[config.mk]
export PLATFORM = sky130hd
export DESIGN_NAME = alu_arbiter_flat
export DESIGN_NICKNAME = d
export VERILOG_FILES = /design/src/rtl/alu_arbiter_if.sv /design/src/rtl/alu_arbiter.sv /design/src/flat_wrapper.sv
export SDC_FILE = /design/constraint.sdc
export NUM_CORES = 1
export LEC_CHECK = 0
export BUFFER_PORTS_ARGS = -buffer_cell sky130_fd_sc_hd__buf_2
export CAP_MARGIN = 20
export CORE_AREA = 4 4 82 84
export DETAILED_ROUTE_END_ITERATION = 16
export DIE_AREA = 0 0 86 88
export PLACE_DENSITY = 0.81
export SYNTH_ARGS = -nofsm -noshare
export SYNTH_HDL_FRONTEND = slang
export SYNTH_SLANG_ARGS = --single-unit
[constraint.sdc]
create_clock -name clk -period 1.7 [get_ports clk]
set_input_delay 0.34 -clock clk [delete_from_list [all_inputs] [get_ports clk]]
set_output_delay 0.34 -clock clk [all_outputs]
set_load 0.02 [all_outputs]
[src/rtl/alu_arbiter_if.sv]
// Bundle of request, ALU and response signals shared between the
// two requesters, the arbiter and the external combinational ALU.
interface alu_arbiter_if #(
  parameter int DATA_WIDTH = 16,
  parameter int OP_WIDTH   = 4,
  parameter int FLAG_WIDTH = 5
);
  // Request side
  logic [1:0]            req_valid;
  logic [1:0]            req_ready;
  logic [OP_WIDTH-1:0]   req0_op;
  logic [OP_WIDTH-1:0]   req1_op;
  logic [DATA_WIDTH-1:0] req0_a;
  logic [DATA_WIDTH-1:0] req0_b;
  logic [DATA_WIDTH-1:0] req1_a;
  logic [DATA_WIDTH-1:0] req1_b;

  // Shared ALU side
  logic [OP_WIDTH-1:0]   alu_op;
  logic [DATA_WIDTH-1:0] alu_a;
  logic [DATA_WIDTH-1:0] alu_b;
  logic                  alu_en;
  logic [DATA_WIDTH-1:0] alu_result;
  logic [FLAG_WIDTH-1:0] alu_flags;

  // Response side
  logic [1:0]            rsp_valid;
  logic [1:0]            rsp_ready;
  logic [DATA_WIDTH-1:0] rsp_result;
  logic [FLAG_WIDTH-1:0] rsp_flags;
  logic                  rsp_err;

  // Arbiter view
  modport slave (
    input  req_valid, req0_op, req1_op, req0_a, req0_b, req1_a, req1_b,
    output req_ready,
    output alu_op, alu_a, alu_b, alu_en,
    input  alu_result, alu_flags,
    output rsp_valid, rsp_result, rsp_flags, rsp_err,
    input  rsp_ready
  );

  // Requester / ALU environment view
  modport master (
    output req_valid, req0_op, req1_op, req0_a, req0_b, req1_a, req1_b,
    input  req_ready,
    input  alu_op, alu_a, alu_b, alu_en,
    output alu_result, alu_flags,
    input  rsp_valid, rsp_result, rsp_flags, rsp_err,
    output rsp_ready
  );
endinterface

[src/rtl/alu_arbiter.sv]
// Two-requester round-robin arbiter in front of a shared combinational
// ALU. One operation in flight at a time: IDLE (arbitrate/accept),
// ISSUE (ALU sampled), RESP (response held until consumed).
module alu_arbiter #(
  parameter int DATA_WIDTH = 16,
  parameter int OP_WIDTH   = 4,
  parameter int FLAG_WIDTH = 5
) (
  input  logic         clk,
  input  logic         rst,
  alu_arbiter_if.slave bus
);

  typedef enum logic [OP_WIDTH-1:0] {
    ALU_OP_ADD  = OP_WIDTH'(0),
    ALU_OP_SUB  = OP_WIDTH'(1),
    ALU_OP_AND  = OP_WIDTH'(2),
    ALU_OP_OR   = OP_WIDTH'(3),
    ALU_OP_XOR  = OP_WIDTH'(4),
    ALU_OP_NAND = OP_WIDTH'(5),
    ALU_OP_NOR  = OP_WIDTH'(6),
    ALU_OP_XNOR = OP_WIDTH'(7),
    ALU_OP_SHL  = OP_WIDTH'(8),
    ALU_OP_SHR  = OP_WIDTH'(9),
    ALU_OP_NOT  = OP_WIDTH'(10)
  } enum_alu_opcode_t;

  typedef enum logic [1:0] {
    IDLE  = 2'd0,
    ISSUE = 2'd1,
    RESP  = 2'd2
  } state_t;

  state_t                state;
  state_t                state_next;

  logic                  last_grant;
  logic                  grant;
  logic                  arb_idx;
  logic                  accept;
  logic                  release_rsp;
  logic                  op_legal;

  logic [OP_WIDTH-1:0]   cap_op;
  logic [DATA_WIDTH-1:0] cap_a;
  logic [DATA_WIDTH-1:0] cap_b;

  logic [1:0]            req_ready_c;
  logic [1:0]            rsp_valid_c;
  logic                  alu_en_c;

  logic [DATA_WIDTH-1:0] rsp_result_q;
  logic [FLAG_WIDTH-1:0] rsp_flags_q;
  logic                  rsp_err_q;

  // Winner among pending requests: a lone request wins outright, a tie
  // goes to the requester that was not served last.
  always_comb begin
    arb_idx = bus.req_valid[1];
    if (&bus.req_valid) begin
      arb_idx = ~last_grant;
    end
  end

  // Opcodes above the last defined ALU operation are rejected.
  always_comb begin
    op_legal = (cap_op <= ALU_OP_NOT);
  end

  // State register.
  always_ff @(posedge clk) begin
    if (rst) begin
      state <= IDLE;
    end else begin
      state <= state_next;
    end
  end

  // Next-state logic and handshake outputs.
  always_comb begin
    state_next  = state;
    req_ready_c = '0;
    rsp_valid_c = '0;
    alu_en_c    = 1'b0;
    accept      = 1'b0;
    release_rsp = 1'b0;
    case (state)
      IDLE: begin
        if (!rst && (|bus.req_valid)) begin
          req_ready_c[arb_idx] = 1'b1;
          accept               = 1'b1;
          state_next           = ISSUE;
        end
      end
      ISSUE: begin
        alu_en_c   = 1'b1;
        state_next = RESP;
      end
      RESP: begin
        rsp_valid_c[grant] = 1'b1;
        if (bus.rsp_ready[grant]) begin
          release_rsp = 1'b1;
          state_next  = IDLE;
        end
      end
      default: begin
        state_next = IDLE;
      end
    endcase
  end

  // Operand capture, response payload and round-robin history.
  always_ff @(posedge clk) begin
    if (rst) begin
      last_grant   <= 1'b1;
      grant        <= 1'b0;
      cap_op       <= '0;
      cap_a        <= '0;
      cap_b        <= '0;
      rsp_result_q <= '0;
      rsp_flags_q  <= '0;
      rsp_err_q    <= 1'b0;
    end else begin
      if (accept) begin
        grant <= arb_idx;
        if (arb_idx) begin
          cap_op <= bus.req1_op;
          cap_a  <= bus.req1_a;
          cap_b  <= bus.req1_b;
        end else begin
          cap_op <= bus.req0_op;
          cap_a  <= bus.req0_a;
          cap_b  <= bus.req0_b;
        end
      end
      if (state == ISSUE) begin
        if (op_legal) begin
          rsp_result_q <= bus.alu_result;
          rsp_flags_q  <= bus.alu_flags;
          rsp_err_q    <= 1'b0;
        end else begin
          rsp_result_q <= '0;
          rsp_flags_q  <= '0;
          rsp_err_q    <= 1'b1;
        end
      end
      if (release_rsp) begin
        last_grant <= grant;
      end
    end
  end

  assign bus.req_ready  = req_ready_c;
  assign bus.alu_en     = alu_en_c;
  assign bus.alu_op     = cap_op;
  assign bus.alu_a      = cap_a;
  assign bus.alu_b      = cap_b;
  assign bus.rsp_valid  = rsp_valid_c;
  assign bus.rsp_result = rsp_result_q;
  assign bus.rsp_flags  = rsp_flags_q;
  assign bus.rsp_err    = rsp_err_q;

endmodule

[src/flat_wrapper.sv]
// flat-port wrapper written by rule: the top's interface ports become plain ports
module alu_arbiter_flat 
#(
  parameter int DATA_WIDTH = 16,
  parameter int OP_WIDTH   = 4,
  parameter int FLAG_WIDTH = 5
)
  (clk, rst, bus_req_valid, bus_req0_op, bus_req1_op, bus_req0_a, bus_req0_b, bus_req1_a, bus_req1_b, bus_req_ready, bus_alu_op, bus_alu_a, bus_alu_b, bus_alu_en, bus_alu_result, bus_alu_flags, bus_rsp_valid, bus_rsp_result, bus_rsp_flags, bus_rsp_err, bus_rsp_ready);
  alu_arbiter_if #(.DATA_WIDTH(DATA_WIDTH), .OP_WIDTH(OP_WIDTH), .FLAG_WIDTH(FLAG_WIDTH)) bus_i ();
  input  logic clk;
  input  logic rst;
  input wire logic [$bits(bus_i.req_valid)-1:0] bus_req_valid;
  input wire logic [$bits(bus_i.req0_op)-1:0] bus_req0_op;
  input wire logic [$bits(bus_i.req1_op)-1:0] bus_req1_op;
  input wire logic [$bits(bus_i.req0_a)-1:0] bus_req0_a;
  input wire logic [$bits(bus_i.req0_b)-1:0] bus_req0_b;
  input wire logic [$bits(bus_i.req1_a)-1:0] bus_req1_a;
  input wire logic [$bits(bus_i.req1_b)-1:0] bus_req1_b;
  output wire logic [$bits(bus_i.req_ready)-1:0] bus_req_ready;
  output wire logic [$bits(bus_i.alu_op)-1:0] bus_alu_op;
  output wire logic [$bits(bus_i.alu_a)-1:0] bus_alu_a;
  output wire logic [$bits(bus_i.alu_b)-1:0] bus_alu_b;
  output wire logic [$bits(bus_i.alu_en)-1:0] bus_alu_en;
  input wire logic [$bits(bus_i.alu_result)-1:0] bus_alu_result;
  input wire logic [$bits(bus_i.alu_flags)-1:0] bus_alu_flags;
  output wire logic [$bits(bus_i.rsp_valid)-1:0] bus_rsp_valid;
  output wire logic [$bits(bus_i.rsp_result)-1:0] bus_rsp_result;
  output wire logic [$bits(bus_i.rsp_flags)-1:0] bus_rsp_flags;
  output wire logic [$bits(bus_i.rsp_err)-1:0] bus_rsp_err;
  input wire logic [$bits(bus_i.rsp_ready)-1:0] bus_rsp_ready;
  assign bus_i.req_valid = bus_req_valid;
  assign bus_i.req0_op = bus_req0_op;
  assign bus_i.req1_op = bus_req1_op;
  assign bus_i.req0_a = bus_req0_a;
  assign bus_i.req0_b = bus_req0_b;
  assign bus_i.req1_a = bus_req1_a;
  assign bus_i.req1_b = bus_req1_b;
  assign bus_req_ready = bus_i.req_ready;
  assign bus_alu_op = bus_i.alu_op;
  assign bus_alu_a = bus_i.alu_a;
  assign bus_alu_b = bus_i.alu_b;
  assign bus_alu_en = bus_i.alu_en;
  assign bus_i.alu_result = bus_alu_result;
  assign bus_i.alu_flags = bus_alu_flags;
  assign bus_rsp_valid = bus_i.rsp_valid;
  assign bus_rsp_result = bus_i.rsp_result;
  assign bus_rsp_flags = bus_i.rsp_flags;
  assign bus_rsp_err = bus_i.rsp_err;
  assign bus_i.rsp_ready = bus_rsp_ready;
  alu_arbiter #(.DATA_WIDTH(DATA_WIDTH), .OP_WIDTH(OP_WIDTH), .FLAG_WIDTH(FLAG_WIDTH)) u_core (.clk(clk), .rst(rst), .bus(bus_i));
endmodule
==> run summary <==
Top Ports: 162
Port Buffers: 161
hold-fix buffers at CTS: 0
CTS tree: yes
Setup TNS Final: 0 ps
GRT Resource Usage Total: 0.209
measured slew at the worst slew-check pin: 328 ps
drt wl/cell: 15.4 µm
routed wire length: 8030 µm
Final Slew Violations: 0
Initial Util: 0.459
crit start category: flop
# Post-CTS Setup Buffers: 0
layout cells sized above 1: 0.509
clk sink count: 62
endpoints failing hold: 0
CP Class: reg -> out
clock period minus worst slack: 1630 ps
Leak Pwr: 1.81 nW
Remaining Overflow, GRT: 0
DP HPWL: 6210 µm
Syn Std Cell Area: 0.00272 mm²
Reg clk slew, reported paths: 70 ps
Site Rows: 28
Yosys Warn Count: 0
deepest clock path buffer count: 2
Initial DRT Pass Iterations: 4
post-synth cell types: 30
Worst Hold Class: in -> reg
Arr. time, crit path: 1290 ps
worst-skew pair later-pin latency: 330 ps
outcome: finished, final reports clean
die height: 88 µm
Ant. Diodes: 0
DRC viols: 0
syn_area_per_cell: 9.58 µm²
Fmax achieved: 614 MHz
number of global-route vias before repair: 2693
Root Driver: clkbuf_8
H-tree depth: 3
TritonCTS Buffers: 9
max-cap violation count: 0
slew margin rel.: 0.782
Fin Hold WS: 222 ps
period utilisation layout: 0.958
Area Growth Syn to Fin: 38.7%
WP data required: 1360 ps
post-synthesis sequential area ratio: 0.456
total die area: 0.00757 mm²
Post-Syn Instances: 284
Peak supply drop: 0.580 mV
largest net degree at the start of global routing: 29
DRT iter0 DRCs: 92
first-pass GRT wire length: 12700 µm
Design Area, Final: 0.00377 mm²
via count: 2760
Post-DRT Antenna Nets: 0
Crit Path Max Fanout: 4
final net count: 541
GP Congestion: 0.744
Syn Nets: 383
CTS resizes: 0
Final Setup Violations: 0
Worst setup EP type: output port
Clock Skews: 9.73 ps
pwr dens: 1030 mW/mm²
initial antenna violation count: 0
die width: 86 µm
DP Area: 0.00358 mm²
RSZ-0062 raised after global routing: true
vias per cell: 5.30
CORE AREA: 0.00592 mm²
register bit count reported by yosys: 62
[placed cells by master (no fill, tap or decap), drive strengths merged, types with 3 or more instances in the layout]
cell and n:
buf 175, nand2 73, dfxtp 62, a21oi 41
a311oi 36, a22o 21, clkbuf 11, nor2 4
inv 3
[registers in the layout, indices dropped and copies added (netlist names)]
signal,cells
u_core.bus.alu_a,16
u_core.bus.alu_b,16
u_core.bus.alu_op,4
u_core.bus.rsp_err,1
u_core.bus.rsp_flags,5
u_core.bus.rsp_result,16
u_core.grant,1
u_core.last_grant,1
u_core.state,2
[per-layer routing]
layer	routed length (µm)	up-vias	global-route usage
met1	3320	1272	0.246
met5	0	-	0
met4	77	0	0.0647
met3	749	10	0.0593
met2	3880	127	0.369
li1	-	1351	-
[final timing paths]
kind / start / endpoint / slack, ps / cells past startpoint
worst max-delay path: u_core.state[0]$_SDFFE_PP0P_ / bus_req_ready[0] / 70 / 4
worst min-delay path: bus_alu_result[1] / u_core.bus.rsp_result[1]$_SDFFE_PP0P_ / 220 / 2
worst max register to register: u_core.state[0]$_SDFFE_PP0P_ / u_core.bus.alu_a[3]$_SDFFE_PP0P_ / 340 / 4
worst min register to register: u_core.bus.rsp_flags[2]$_SDFFE_PP0P_ / u_core.bus.rsp_flags[2]$_SDFFE_PP0P_ / 470 / 1
[synth_stat cells (all sizes together)]
cell | instances | area (µm²)
inv | 3 | 11.3
nor3 | 2 | 21.3
nand3 | 1 | 5.00
nand3b | 1 | 7.51
a21oi | 41 | 243
a211oi | 1 | 12.5
dfxtp | 62 | 1240
and2 | 1 | 6.26
a22o | 21 | 184
a311oi | 36 | 440
a21bo | 2 | 20.0
nor2 | 4 | 15.0
nand2 | 73 | 274
nand2b | 1 | 6.26
clkbuf | 5 | 18.8
a21o | 1 | 7.51
buf | 23 | 159
mux2i | 1 | 10.0
o21bai | 1 | 7.51
a21boi | 1 | 11.3
or2 | 1 | 6.26
nor2b | 2 | 12.5
[cells by family after synthesis]
logic type,after synthesis,share of synthesized area
AO/OA/AOI/OAI,104,0.340
buffers and inverters,31,0.0695
flip-flops,62,0.456
multiplexers,1,0.00368
AND/OR/NAND/NOR,86,0.130
[worst max-delay path, cell delays in order (launching register included)]
cell,delay (ps)
dfxtp_1,360
nor3_4,230
nand2_1,120
nor2_1,90
buf_2,170
[layout make-up]
| type | count | area, µm² |
|---|---|---|
| timing repair buffer | 175 | 936 |
| clock inverter | 4 | 47.5 |
| sequential | 62 | 1240 |
| clock buffer | 11 | 141 |
| fill | 526 | 2150 |
| multi-input combinational | 191 | 1300 |
| inverter | 3 | 11.3 |
| tap | 75 | 93.8 |
[report_power, final]
part	switching (mW)	internal, mW
Combinational	0.561	0.389
Sequential	0.0830	1.59
Clock	0.553	0.705
[metrics by stage]
step                      utilization  total power [mW]  setup slack, ps  cells
final                           0.637              3.88             70.8    521
after global routing            0.637              4.06            -32.5    521
after CTS                       0.637              3.91             19.3    521
after detailed placement        0.605              2.65              239    506
after global placement          0.605              2.63              280    506
after floorplan                     -              2.31              256    284
Note: power is estimated with default switching activity, not from simulation.
